File: src/rtl/pi_digit_reader.sv
// Serialises the pi limb vector (base-1000 limbs, integer limb on top) into
// 4-bit BCD digits over valid/ready. Optional decimal-point code: PI_DOT_EN.
module pi_digit_reader #(
  parameter int L  = 47,
  parameter int N  = 10,
  parameter int PW = 9
) (
  input  logic           clk,
  input  logic           rst,
  input  logic           start,
  input  logic [L*N-1:0] sum,
  output logic           busy,
  output logic [3:0]     digit,
  output logic           digit_valid,
  input  logic           digit_ready,
  output logic           digit_last,
  output logic [PW-1:0]  digit_pos,
  output logic           range_err
);

  localparam int LIW = (L > 1) ? $clog2(L) : 1;
  localparam logic [LIW-1:0] LI_TOP = LIW'(L - 1);

  typedef enum logic [2:0] {
    IDLE, CONV_H, CONV_T, EMIT_H, EMIT_T, EMIT_U
`ifdef PI_DOT_EN
    , EMIT_DP
`endif
  } state_t;

  state_t         state_q, state_d;
  logic [L*N-1:0] shadow_q, shadow_d;
  logic [LIW-1:0] li_q, li_d;
  logic [9:0]     r_q, r_d;
  logic [3:0]     h_q, h_d, t_q, t_d;
  logic [PW-1:0]  pos_q, pos_d;
  logic           err_q, err_d;

  // Limb loader: from IDLE the integer limb comes straight off the bus,
  // otherwise the next lower limb comes from the shadow copy.
  logic [L*N-1:0] ld_src;
  logic [LIW-1:0] li_ld;
  logic [N-1:0]   ld_limb;
  logic [9:0]     ld_r;
  logic           ld_err;

  always_comb begin
    ld_src  = (state_q == IDLE) ? sum : shadow_q;
    li_ld   = (state_q == IDLE) ? LI_TOP : li_q - 1'b1;
    ld_limb = ld_src[int'(li_ld)*N +: N];
    ld_err  = 1'b0;
    ld_r    = 10'd999;
    if (32'(ld_limb) > 32'd999) ld_err = 1'b1;
    else                        ld_r   = 10'(ld_limb);
    if ((li_ld == LI_TOP) && (ld_r > 10'd9)) begin
      ld_r   = 10'd9;
      ld_err = 1'b1;
    end
  end

  always_comb begin
    busy        = (state_q != IDLE);
    digit_valid = 1'b0;
    digit       = 4'd0;
    case (state_q)
      EMIT_H:  begin digit_valid = 1'b1; digit = h_q;      end
      EMIT_T:  begin digit_valid = 1'b1; digit = t_q;      end
      EMIT_U:  begin digit_valid = 1'b1; digit = r_q[3:0]; end
`ifdef PI_DOT_EN
      EMIT_DP: begin digit_valid = 1'b1; digit = 4'hA;     end
`endif
      default: ;
    endcase
    digit_last = (state_q == EMIT_U) && (li_q == '0);
    digit_pos  = pos_q;
    range_err  = err_q;
  end

  logic xfer, nxt;

  always_comb begin
    state_d  = state_q;
    shadow_d = shadow_q;
    li_d     = li_q;
    r_d      = r_q;
    h_d      = h_q;
    t_d      = t_q;
    pos_d    = pos_q;
    err_d    = err_q;
    nxt      = 1'b0;
    xfer     = digit_valid && digit_ready;
    if (xfer) pos_d = pos_q + 1'b1;
    case (state_q)
      IDLE: if (start) begin
        shadow_d = sum;
        li_d     = LI_TOP;
        r_d      = ld_r;
        h_d      = 4'd0;
        t_d      = 4'd0;
        pos_d    = '0;
        err_d    = ld_err;
        state_d  = CONV_H;
      end
      CONV_H: if (r_q >= 10'd100) begin
        r_d = r_q - 10'd100;
        h_d = h_q + 4'd1;
      end else state_d = CONV_T;
      CONV_T: if (r_q >= 10'd10) begin
        r_d = r_q - 10'd10;
        t_d = t_q + 4'd1;
      end else state_d = (li_q == LI_TOP) ? EMIT_U : EMIT_H;
      EMIT_H: if (xfer) state_d = EMIT_T;
      EMIT_T: if (xfer) state_d = EMIT_U;
      EMIT_U: if (xfer) begin
        if (li_q == '0) state_d = IDLE;
`ifdef PI_DOT_EN
        else if (li_q == LI_TOP) state_d = EMIT_DP;
`endif
        else nxt = 1'b1;
      end
`ifdef PI_DOT_EN
      EMIT_DP: if (xfer) nxt = 1'b1;
`endif
      default: state_d = IDLE;
    endcase
    if (nxt) begin
      li_d    = li_q - 1'b1;
      r_d     = ld_r;
      h_d     = 4'd0;
      t_d     = 4'd0;
      err_d   = err_q | ld_err;
      state_d = CONV_H;
    end
  end

  always_ff @(posedge clk or negedge rst) begin
    if (!rst) begin
      state_q  <= IDLE;
      shadow_q <= '0;
      li_q     <= '0;
      r_q      <= '0;
      h_q      <= '0;
      t_q      <= '0;
      pos_q    <= '0;
      err_q    <= 1'b0;
    end else begin
      state_q  <= state_d;
      shadow_q <= shadow_d;
      li_q     <= li_d;
      r_q      <= r_d;
      h_q      <= h_d;
      t_q      <= t_d;
      pos_q    <= pos_d;
      err_q    <= err_d;
    end
  end

endmodule

File: config.mk
export PLATFORM = sky130hd
export DESIGN_NAME = pi_digit_reader
export DESIGN_NICKNAME = d
export VERILOG_FILES = /design/src/rtl/pi_digit_reader.sv
export SDC_FILE = /design/constraint.sdc
export NUM_CORES = 1
export LEC_CHECK = 0
export BUFFER_PORTS_ARGS = -buffer_cell sky130_fd_sc_hd__buf_2
export CORE_MARGIN = 5
export CORE_UTILIZATION = 40
export DETAILED_ROUTE_END_ITERATION = 8
export GPL_TIMING_DRIVEN = 0
export PLACE_DENSITY = 0.69
export SLEW_MARGIN = 10
export SYNTH_ARGS = -nofsm -noshare
export SYNTH_HDL_FRONTEND = slang
export SYNTH_SLANG_ARGS = --single-unit
File: constraint.sdc
create_clock -name clk -period 11.7 [get_ports clk]
set_input_delay 2.34 -clock clk [delete_from_list [all_inputs] [get_ports clk]]
set_output_delay 2.34 -clock clk [all_outputs]
set_load 0.02 [all_outputs]
==> run summary <==
status = finished, final reports clean
ys flop type = dfrtp_1
drt total wl = 111.5 mm
die width = 257.8 µm
CP Max Fanout = 12
via count = 24088
number of port buffers = 490
Peak Freq = 0.1075 GHz
global-route wire length before repair = 157.5 mm
Post-synth EDFFs = 0
gr usage total = 32.22%
die area = 0.06647 mm²
buffer count from post-CTS setup fixing = 0
relative slew slack = 6.998%
R2R setup slack = 2400 ps
sequential share of power = 32.2%
Synth cell types = 74
Vias/cell = 5.696
sw frac = 46.07%
Worst path top cell family by delay = buffers and inverters
final setup fails = 0
clock latency on the worst-skew pair = 640 ps
Syn Nets = 3322
Ports = 491
global placer's final weighted congestion = 1.066
Max Cap Viol = 0
detailed placement HPWL = 83.12 mm
CTS buffer count = 55
Hold WC Path Type = flip-flop to flip-flop
DRC errors left = 0
Slew @ Worst Pin = 1395 ps
clock-pin slew on the worst setup and hold paths = 60 ps
pin count of the biggest net entering global routing = 108
DIE HEIGHT = 257.8 µm
Max stage delay on crit path = 1090 ps
Fin. Hold Viols = 0
combinational share of power = 48.0%
cell taking the most area after synthesis = dfrtp_1
Sw Pwr = 4.371 mW
Post-CTS Hold Fix Bufs = 0
H-Tree Level Count = 2
Syn Inst Count = 2837
Yosys reg bits = 507
layout cells sized above 1 = 21.26%
Yosys warning count = 0
TritonRoute pass-1 iters = 6
final non-filler cell total = 4229
ys async rst share = 100.0%
Slowest cell on crit path = clkbuf_1
vias in the first global route = 23605
setup_tns = 0 ps
Congestion Overflow GR = 0
Post-CTS Resized = 0
CTS tree = done
top cell type's share of synthesized area = 51.65%
Slew Viols, Final = 0
fin crit period = 9305 ps
Clk pwr share = 19.7%
Worst VDD drop = 0.1435 mV
layout filler cell count = 5886
period utilisation layout = 79.53%
Internal = 5.118 mW
crit path launch type = flip-flop
CTS Buffer Depth = 3
Initial DRC Count = 2791
Layout Utilization = 49.72%
WP buf/inv = 10
Layout Area Growth over Synthesis = 22.62%
worst hold slack = 471.2 ps
initial antenna violation count = 18
cell row count = 90
core area = 0.06058 mm²
Synth area leaders = dfrtp_1, nand2_1, mux4_2
WS Path Type = flip-flop to flip-flop
Synth Area per Inst = 8.659 µm²
hold_sp = shadow_q[242]
Critical Path AT = 9850 ps
pwr dens = 315.0 mW/mm²
Final Skew = 36.81 ps
dpl cells = 4115
sequential area share after synthesis = 51.65%
capturing element type of the critical path = flip-flop
WP data required = 12240 ps
crit path launch = li_q[0]
final antenna-violating net count = 0
Root Driver = clkbuf_16
RSZ-0062 raised after global routing = no
Initial Util = 40.55%
WL/cell = 26.36 µm
Critical Path, Cell by Cell = buf_4, inv_1, buf_2, clkbuf_1, clkbuf_1, ha_1, buf_2, buf_2, buf_2, clkbuf_1, clkbuf_1, mux4_2, nand2_1, a311oi_1, a311oi_1, o311ai_0, o22a_1
NumNets Final = 3875
Num Clock Sinks = 507
R2R Path Start = li_q[0]
cell area after synthesis = 0.02457 mm²
Lkg Pwr = 15.44 nW
total power draw = 9.489 mW
registers in the layout (all words and copies together) (netlist names):
name and flops:
r_q 10, state_q 3, t_q 4, shadow_q 470
li_q 6, digit_pos 9, h_q 4, range_err 1
cell usage in the layout (no fill, tap or decap), types with 8 or more instances in the layout:
master,synthesis,final
nand3_1,25,25
clkbuf_8,0,9
a211oi_1,10,10
inv_1,15,15
diode_2,0,13
or3_1,8,8
o21ai_0,51,51
mux2i_1,54,54
xor2_1,8,8
o22ai_1,10,10
a311oi_1,9,9
clkbuf_1,134,142
ha_1,11,11
a31oi_1,21,21
nand2_1,1502,1502
mux2_2,11,11
o221ai_1,24,24
a21oi_1,58,58
nor3_1,27,27
buf_1,12,12
clkinv_2,0,9
dfrtp_1,507,507
nor2_1,55,55
buf_2,36,525
buf_4,8,9
nand2b_1,9,9
nand4_1,10,10
o211ai_1,15,15
clkbuf_16,0,56
mux4_2,65,65
a221oi_1,12,12
final timing paths:
check | cells after the start | to
max | 17 | r_q[0]
min | 2 | shadow_q[242]
max reg2reg | 17 | r_q[0]
min reg2reg | 2 | shadow_q[242]
max in group asynchronous | 4 | shadow_q[388]
min in group asynchronous | 1 | shadow_q[196]
tightest hold or removal path: cells and delay by family, from the launching register on:
kind / cells / cell delay [ps]
DFF: 1 / 330
and+or+nand+nor: 2 / 110
Yosys cell counts (all sizes together), types with 5 or more instances:
cell type  number
buf            56
inv            16
xor2            8
o221ai         24
nor2b           5
a211oi         10
mux2           11
nor4            6
o32ai           5
nor3           28
xnor2           6
nand2        1503
mux2i          54
nand2b          9
clkbuf        135
ha             11
a221oi         12
or3             8
a21oi          58
nand4          10
and3            6
a31oi          21
o211ai         15
o21ai          55
o22ai          10
nand3          25
nor2           55
dfrtp         507
and2            6
o221a           7
a221o           7
or4             5
o311ai          7
a22oi           7
a311oi          9
mux4           65
o2111ai         7
o31ai           6
area by class of cell:
| cell class | count | area [µm²] | share of cell area, % |
|---|---|---|---|
| Inverter | 16 | 60.06 | 0.1994 |
| Sequential cell | 507 | 12690 | 42.12 |
| Clock inverter | 25 | 349.1 | 1.159 |
| Buffer | 191 | 797.0 | 2.646 |
| Multi-Input combinational cell | 2123 | 11050 | 36.67 |
| Clock buffer | 76 | 1567 | 5.200 |
| Antenna cell | 13 | 32.53 | 0.1080 |
| Timing Repair Buffer | 496 | 2608 | 8.656 |
| Tap cell | 782 | 978.4 | 3.248 |
power groups by stage:
stage	logic (mW)	clock network (mW)	registers, mW
after global placement	4.31	0	3.04
after global routing	4.77	1.94	3.13
after detailed placement	4.38	0	3.05
after floorplan	2.64	0	2.89
after CTS	4.40	1.87	3.03
final	4.56	1.87	3.06
through the flow:
stage / area, µm² / setup WS, ps
final: 30120 / 2395
after global routing: 30100 / 2795
after CTS: 30090 / 3126
after detailed placement: 28180 / 3167
after global placement: 28000 / -2349
after floorplan: 24570 / 7265
routing by layer:
metal | routed length [µm] | vias up | global-route usage [%] | share of wire [%]
li1 | - | 10505 | - | -
met2 | 50090 | 1478 | 50.07 | 45
met3 | 12050 | 375 | 9.711 | 11
met5 | 207 | - | 1.170 | 0.19
met1 | 42060 | 11710 | 40.89 | 38
met4 | 7053 | 20 | 16.67 | 6.3
logic make-up (layout without fill, tap and decap cells):
| logic type | after synthesis | in the layout | share of synthesized area (%) |
|---|---|---|---|
| buf+inv | 207 | 804 | 3.473 |
| simple gates | 1677 | 1677 | 26.80 |
| mux | 130 | 130 | 8.664 |
| xor+xnor | 14 | 14 | 0.4991 |
| flops | 507 | 507 | 51.65 |
| other cells | 0 | 13 | 0 |
| fa+ha+maj | 11 | 11 | 0.5602 |
| compound gates | 291 | 291 | 8.363 |
No activity file was read; power rests on OpenSTA's default activity.
